[src/rtl/div_iter_r2.sv]
`default_nettype none
// ============================================================================
//  Module      : div_iter_r2
//  Description : Iterative radix-2 restoring divider, signed or unsigned,
//                one quotient bit per cycle; result = {remainder, quotient}.
//  Revision    : 1.0 - initial release
// ============================================================================
module div_iter_r2 #(
    parameter int WIDTH = 32
) (
    input  logic                 clk,
    input  logic                 rst,
    input  logic [WIDTH-1:0]     a,
    input  logic [WIDTH-1:0]     b,
    input  logic                 sign,
    input  logic                 opn_valid,
    input  logic                 res_ready,
    output logic                 res_valid,
    output logic [2*WIDTH-1:0]   result
);

    localparam int                 c_CNT_W = $clog2(WIDTH + 1);
    localparam logic [c_CNT_W-1:0] c_LAST  = c_CNT_W'(WIDTH - 1);
    localparam logic [c_CNT_W-1:0] c_ONE   = c_CNT_W'(1);

    localparam logic [1:0] S_IDLE = 2'd0;
    localparam logic [1:0] S_BUSY = 2'd1;
    localparam logic [1:0] S_DONE = 2'd2;

    logic [1:0]         r_state;
    logic [1:0]         w_next_state;
    logic [c_CNT_W-1:0] r_cnt;
    logic [WIDTH-1:0]   r_rem;
    logic [WIDTH-1:0]   r_quo;
    logic [WIDTH-1:0]   r_bmag;
    logic               r_sa;
    logic               r_sb;
    logic [2*WIDTH-1:0] r_result;

    logic               w_sa;
    logic               w_sb;
    logic [WIDTH-1:0]   w_amag;
    logic [WIDTH-1:0]   w_bmag;
    logic [WIDTH:0]     w_trial;
    logic               w_trial_neg;
    logic [WIDTH-1:0]   w_rem_nxt;
    logic [WIDTH-1:0]   w_quo_nxt;
    logic [WIDTH-1:0]   w_rem_fix;
    logic [WIDTH-1:0]   w_quo_fix;
    logic               w_last;

    // Operand magnitudes; only meaningful in the acceptance cycle.
    assign w_sa   = sign & a[WIDTH-1];
    assign w_sb   = sign & b[WIDTH-1];
    assign w_amag = w_sa ? -a : a;
    assign w_bmag = w_sb ? -b : b;

    // One restoring step: the dividend bits shift out of Q into R while the
    // quotient bits shift into Q from the bottom.
    assign w_trial     = {r_rem, r_quo[WIDTH-1]} - {1'b0, r_bmag};
    assign w_trial_neg = w_trial[WIDTH];
    assign w_rem_nxt   = w_trial_neg ? {r_rem[WIDTH-2:0], r_quo[WIDTH-1]}
                                     : w_trial[WIDTH-1:0];
    assign w_quo_nxt   = {r_quo[WIDTH-2:0], ~w_trial_neg};

    // Quotient truncates toward zero, remainder follows the dividend sign.
    assign w_quo_fix   = (r_sa ^ r_sb) ? -w_quo_nxt : w_quo_nxt;
    assign w_rem_fix   = r_sa ? -w_rem_nxt : w_rem_nxt;
    assign w_last      = (r_cnt == c_LAST);

    always_ff @(posedge clk) begin
        if (rst) begin
            r_state <= S_IDLE;
        end else begin
            r_state <= w_next_state;
        end
    end

    // Dropping opn_valid outranks completion, so a flushed op never reports.
    always_comb begin
        w_next_state = r_state;
        case (r_state)
            S_IDLE: begin
                if (opn_valid) begin
                    w_next_state = S_BUSY;
                end
            end
            S_BUSY: begin
                if (!opn_valid) begin
                    w_next_state = S_IDLE;
                end else if (w_last) begin
                    w_next_state = S_DONE;
                end
            end
            S_DONE: begin
                if (!opn_valid || res_ready) begin
                    w_next_state = S_IDLE;
                end
            end
            default: begin
                w_next_state = S_IDLE;
            end
        endcase
    end

    always_ff @(posedge clk) begin
        if (rst) begin
            r_cnt    <= '0;
            r_rem    <= '0;
            r_quo    <= '0;
            r_bmag   <= '0;
            r_sa     <= 1'b0;
            r_sb     <= 1'b0;
            r_result <= '0;
        end else begin
            case (r_state)
                S_IDLE: begin
                    if (opn_valid) begin
                        r_cnt  <= '0;
                        r_rem  <= '0;
                        r_quo  <= w_amag;
                        r_bmag <= w_bmag;
                        r_sa   <= w_sa;
                        r_sb   <= w_sb;
                    end
                end
                S_BUSY: begin
                    if (opn_valid) begin
                        r_cnt <= r_cnt + c_ONE;
                        r_rem <= w_rem_nxt;
                        r_quo <= w_quo_nxt;
                        if (w_last) begin
                            r_result <= {w_rem_fix, w_quo_fix};
                        end
                    end
                end
                default: begin
                end
            endcase
        end
    end

    assign res_valid = (r_state == S_DONE);
    assign result    = r_result;

endmodule
`default_nettype wire

[config.mk]
export PLATFORM = sky130hd
export DESIGN_NAME = div_iter_r2
export DESIGN_NICKNAME = d
export VERILOG_FILES = /design/src/rtl/div_iter_r2.sv
export SDC_FILE = /design/constraint.sdc
export NUM_CORES = 1
export LEC_CHECK = 0
export CORE_MARGIN = 2
export CORE_UTILIZATION = 45
export DETAILED_ROUTE_END_ITERATION = 8
export PLACE_DENSITY = 0.69
export SYNTH_ARGS = -nofsm -noshare
export SYNTH_HDL_FRONTEND = slang
export SYNTH_SLANG_ARGS = --single-unit
[constraint.sdc]
create_clock -name clk -period 4.9 [get_ports clk]
set_input_delay 0.98 -clock clk [delete_from_list [all_inputs] [get_ports clk]]
set_output_delay 0.98 -clock clk [all_outputs]
set_load 0.01 [all_outputs]
* After elaboration in Yosys (flattened, before gate mapping)
Index checks and enable logic that the tools add are counted.
** Word-level totals
- Register bits :: 170
- Input port bits :: 69
- Output and inout bits :: 65
- Word-level logic and storage cells :: 52
** Cells by class
- $add $sub $neg :: 6
- Equal/unequal tests :: 7
- Multiplexer cells :: 19
- Bitwise operators :: 4
- Reductions and logical operators :: 8
** Operators with widths (count)
- two-way mux 32 bit :: 9
- negator 32 bit :: 4
- case mux 32 bit (2 select lines) :: 2
- subtractor 33 x 32 -> 33 bit :: 1
- two-way mux 6 bit :: 2
- case mux 6 bit (2 select lines) :: 1
- AND reduction 3 bit :: 3
- two-way mux 2 bit :: 4
- adder 6 x 1 -> 6 bit (second input constant) :: 1
- equality test 6 x 5 -> 1 bit (second input constant) :: 1
- case mux 2 bit (3 select lines) :: 1
- inequality test 2 bit (second input constant) :: 2
- inequality test 3 bit (second input constant) :: 1
- AND 1 bit :: 2
- equality test 2 x 1 -> 1 bit (second input constant) :: 1
- equality test 2 bit (second input constant) :: 1
- zero test 2 bit :: 1
- inequality test 2 x 1 -> 1 bit (second input constant) :: 1
- AND reduction 2 bit :: 1
- nonzero test 2 bit :: 1
- zero test 1 bit :: 1
- logical OR 1 bit :: 1
- NOT 1 bit :: 1
- bitwise XOR 1 bit :: 1

* Logic depth before layout (Yosys ltp)
- Word-level depth :: 4
- Gate-level depth with buffers :: 25
- Mapped depth without buffers :: 21

* Least setup slack after synthesis
Ideal clock, no wire load.
- Kind :: register -> register
- Start point :: register r_rem[10]
- End point :: register r_result[24], in the netlist result[24]
- Setup time :: 132 ps
- Data arrival time :: 5030 ps
- Slack :: -262 ps
- Stages on the path, launching flop included :: 22
- Clock period less this slack :: 5162 ps
- Path through :: dfxtp_1 ha_1 clkbuf_1 a21oi_1 o211a_1 o21a_1 a21oi_2 nor3_1 clkbuf_1 nor2_1 inv_1 clkbuf_1 clkbuf_1 buf_1 ha_1 nand2_1 or2_2 o41ai_1 o21ai_0 or3_1 nand3_1 a21oi_1
** On the way
- Word-level cells in the longest chain between the ends :: 4
** Ends and longest elaborated chain
- from (decl) :: line 33 : logic [WIDTH-1:0] r_rem;
- from (signal assigned) :: line 130 : r_rem <= w_rem_nxt;
- subtractor 33 x 32 -> 33 bit :: line 60 : assign w_trial = {r_rem, r_quo[WIDTH-1]} - {1'b0, r_bmag};
- NOT 1 bit :: line 64 : assign w_quo_nxt = {r_quo[WIDTH-2:0], ~w_trial_neg};
- negator 32 bit :: line 67 : assign w_quo_fix = (r_sa ^ r_sb) ? -w_quo_nxt : w_quo_nxt;
- two-way mux 32 bit :: line 67
- to (signal assigned) :: line 133 : r_result <= {w_rem_fix, w_quo_fix};
- to (decl) :: line 38 : logic [2*WIDTH-1:0] r_result;
Every way passes these cells.
A chain may end at the register's enable or synchronous reset.

* Worst setup path in the final report
- Start point :: register r_quo[31]
- End point :: register r_result[24], in the netlist result[24]
** On the way
- Word-level cells in the longest chain between the ends :: 4
** Ends and longest elaborated chain
- from (decl) :: line 34 : logic [WIDTH-1:0] r_quo;
- from (signal assigned) :: line 121 : r_quo <= w_amag;
- from (signal assigned) :: line 131 : r_quo <= w_quo_nxt;
- subtractor 33 x 32 -> 33 bit :: line 60
- NOT 1 bit :: line 64
- negator 32 bit :: line 67
- two-way mux 32 bit :: line 67
Every way passes these cells.

==> metrics.csv <==
metric,value,unit
largest net degree at the start of global routing,96,
CTS Hold Bufs,0,
cts bufs inserted,17,
# IOs,134,
sequential area share after synthesis,0.2910,
Crit path max-delay family,compound AO/OA/AOI/OAI gates,
worst skew pair latency,450,ps
gpl congestion,0.9366,
Ant. Diodes,0,
clk buf depth,2,
Starting DRT DRC Count,982,
via count,11950,
Pint,0.002475,W
total power,0.003607,W
initial antenna violation count,0,
CP Launch Type,flip-flop,
CP peak stage delay,420,ps
Tightest Hold Check Type,reg -> reg,
hpwl dp,25810,um
launch point of the worst reg-to-reg path,r_quo[31],
Switching Fraction,0.3139,
H-tree depth,4,
Die Width,165.2,um
unrepaired setup endpoints after global routing,false,
Inst Count DP,1977,
CP arrival,4950,ps
ANT nets after route,0,
Post-Synthesis Cells,1581,
share of power burned in registers,0.405,
DRC viols,0,
site row count,59,
fin crit share,0.9519,
cells along the critical path,inv_1 > ha_1 > fa_1 > nand2b_1 > a21oi_4 > o21ai_1 > a21oi_2 > o21a_1 > nor2_4 > clkinvlp_4 > ha_1 > nand2_1 > or2_2 > o41ai_2 > o21ai_1 > or3_1 > nand3_1 > a21oi_1,
worst setup path start,r_quo[31],
clock skew,20.58,ps
dominant synthesized flop cell,dfxtp_1,
CTS root buffer,clkbuf_16,
WP data required,5190,ps
Comb power frac,0.197,
"EDFF count, synth",0,
Max Clk Rate,214.4,MHz
CTS tree,yes,
Synth Net Count,1688,
LEAKAGE,5.022,nW
Final Hold Fails,0,
final setup fails,0,
post-layout minimum cycle time,4664,ps
mapped cell area,11700,um^2
Finished Layout Cells,2009,
final wirelength,35710,um
layout cell share with drive strength beyond 1,0.05317,
Worst Min Path Start,result[29],
clock network power share,0.398,
max-cap violations,0,
# Post-CTS Setup Buffers,0,
"slowest stage cell, crit path",or3_1,
per-cell routed wire length,17.78,um
Die Y,165.2,um
Layout area overhead,18.98,%
total grt overflow,0,
post-synthesis async set-or-reset flop share,0,
Core ar.,25760,um^2
synth unique cells,79,
DR pass1 iterations,7,
Setup CP Type,reg -> reg,
first-pass GRT wire length,56440,um
Initial Util,0.4540,
DIE AREA,27300,um^2
Slew @ Worst Pin,1006,ps
hold slack,448.9,ps
synthesized area per cell,7.398,um^2
Via density,5.947,
WP buf/inv,2,
"Warnings, synthesis",0,
Tot GR Track Use,0.2588,
Synth Register Bits,170,
# port buffers,133,
# nets final,1768,
Slew Limit Fails,0,
number of global-route vias before repair,11020,
R2R Setup Slk,240,ps
Worst IR Drop VDD,0.1808,mV
crit path capture type,flip-flop,
status,finished clean,
clock sink count,170,
"Reg clk slew, reported paths",70,ps
Slew headroom,0.3292,
switching power,0.001132,W
Power Dens Cells,259.2,nW/um^2
critical path peak fanout,9,
synth_stat cells, drive strengths merged (14+ instances only):
cell type	n	area share
a211oi	46	0.030
a21o	17	0.011
a21oi	150	0.066
a221oi	31	0.023
a22oi	17	0.011
a31oi	23	0.012
and2	26	0.014
and3	14	0.0075
buf	18	0.0086
clkbuf	81	0.026
dfxtp	170	0.29
ha	37	0.040
inv	75	0.024
mux2i	26	0.022
nand2	179	0.057
nand3	30	0.013
nor2	189	0.061
nor3	40	0.018
o21ai	85	0.036
o31ai	22	0.014
or3	17	0.0091
xnor2	75	0.056
xor2	44	0.033
final timing paths:
path / endpoint / cells after the start
max: result[24] / 18
min: result[29] / 2
max reg2reg: result[24] / 18
min reg2reg: result[29] / 2
layer usage:
| metal | wire length, um | track usage | vias to the layer above | share of wire |
|---|---|---|---|---|
| met5 | 0 | 0 | - | 0 |
| met4 | 1031 | 0.09960 | 0 | 0.029 |
| met3 | 2025 | 0.03397 | 73 | 0.057 |
| met2 | 16530 | 0.4212 | 440 | 0.46 |
| met1 | 16130 | 0.3487 | 5595 | 0.45 |
| li1 | - | - | 5840 | - |
state kept, by name, summed over array words and instances (netlist names):
| register | count |
|---|---|
| result | 64 |
| r_state | 2 |
| r_cnt | 6 |
| r_quo | 32 |
| r_rem | 32 |
| r_sb | 1 |
| r_bmag | 32 |
| r_sa | 1 |
repair_timing:
| action | 4_1_cts | 5_1_grt |
|---|---|---|
| endpoints found under the hold margin | 0 | 0 |
| endpoints found under the setup margin | 0 | 19 |
| resized for setup | 0 | 10 |
power groups by stage:
stage	combinational (W)	clock, W	sequential (W)
floorplan	0.000483	0	0.00148
global placement	0.000683	0	0.00149
detailed placement	0.000689	0	0.00149
CTS	0.000695	0.00144	0.00146
global route	0.000775	0.00150	0.00147
finish	0.000709	0.00144	0.00146
area by class of cell:
class                           count  area [um^2]
Clock buffer                       18        429.2
Clock inverter                     14        175.2
Fill cell                        2500        11850
Inverter                           76        289.0
Multi-Input combinational cell   1236         7669
Sequential cell                   170         3403
Tap cell                          335        419.2
Timing Repair Buffer              160         1531
placed cells by master (no fill, tap or decap), drive strengths merged, types with 8 or more instances in the layout:
cell	netlist	final
nor3	40	40
nand3	30	30
nor4	11	11
a31oi	23	23
nor2	189	189
buf	18	28
and2	26	26
dfxtp	170	170
and3	14	14
nand2b	9	9
nand4	10	10
a21o	17	17
ha	37	37
mux2i	26	26
o41ai	11	11
a21oi	150	150
clkdlybuf4s50	0	132
xor2	44	44
inv	75	82
o31ai	22	22
o21ai	85	85
nand2	179	179
a221oi	31	31
or3	17	17
clkbuf	81	18
a311oi	10	10
a211oi	46	46
o21a	8	8
a22oi	17	17
xnor2	75	75
o22ai	9	9
stage by stage:
step / cell area [um^2] / util / setup TNS [ps] / setup WS (ps)
final: 13920 / 0.5401 / 0 / 235.5
after global routing: 13920 / 0.5401 / 0 / 12.16
after CTS: 13880 / 0.5388 / 0 / 2.242
after detailed placement: 13280 / 0.5153 / 0 / 38.00
after global placement: 13280 / 0.5153 / 0 / 200.0
after floorplan: 11710 / - / -15.85 / -15.85
logic make-up after synthesis:
group | share of synthesized area
compound gates | 0.2751
flops | 0.2910
buf+inv | 0.05894
mux | 0.02418
simple gates | 0.2204
fa+ha+maj | 0.04129
xor+xnor | 0.08911
worst reg2reg max path, delay by kind of cell (launching register included):
family                   cells  cell delay [ps]
AND/OR/NAND/NOR              6             1280
AO/OA/AOI/OAI                7             1670
flip-flops                   1              380
buffers and inverters        2              270
adder cells (fa/ha/maj)      3              930
Power figures use the tool's default switching activity.
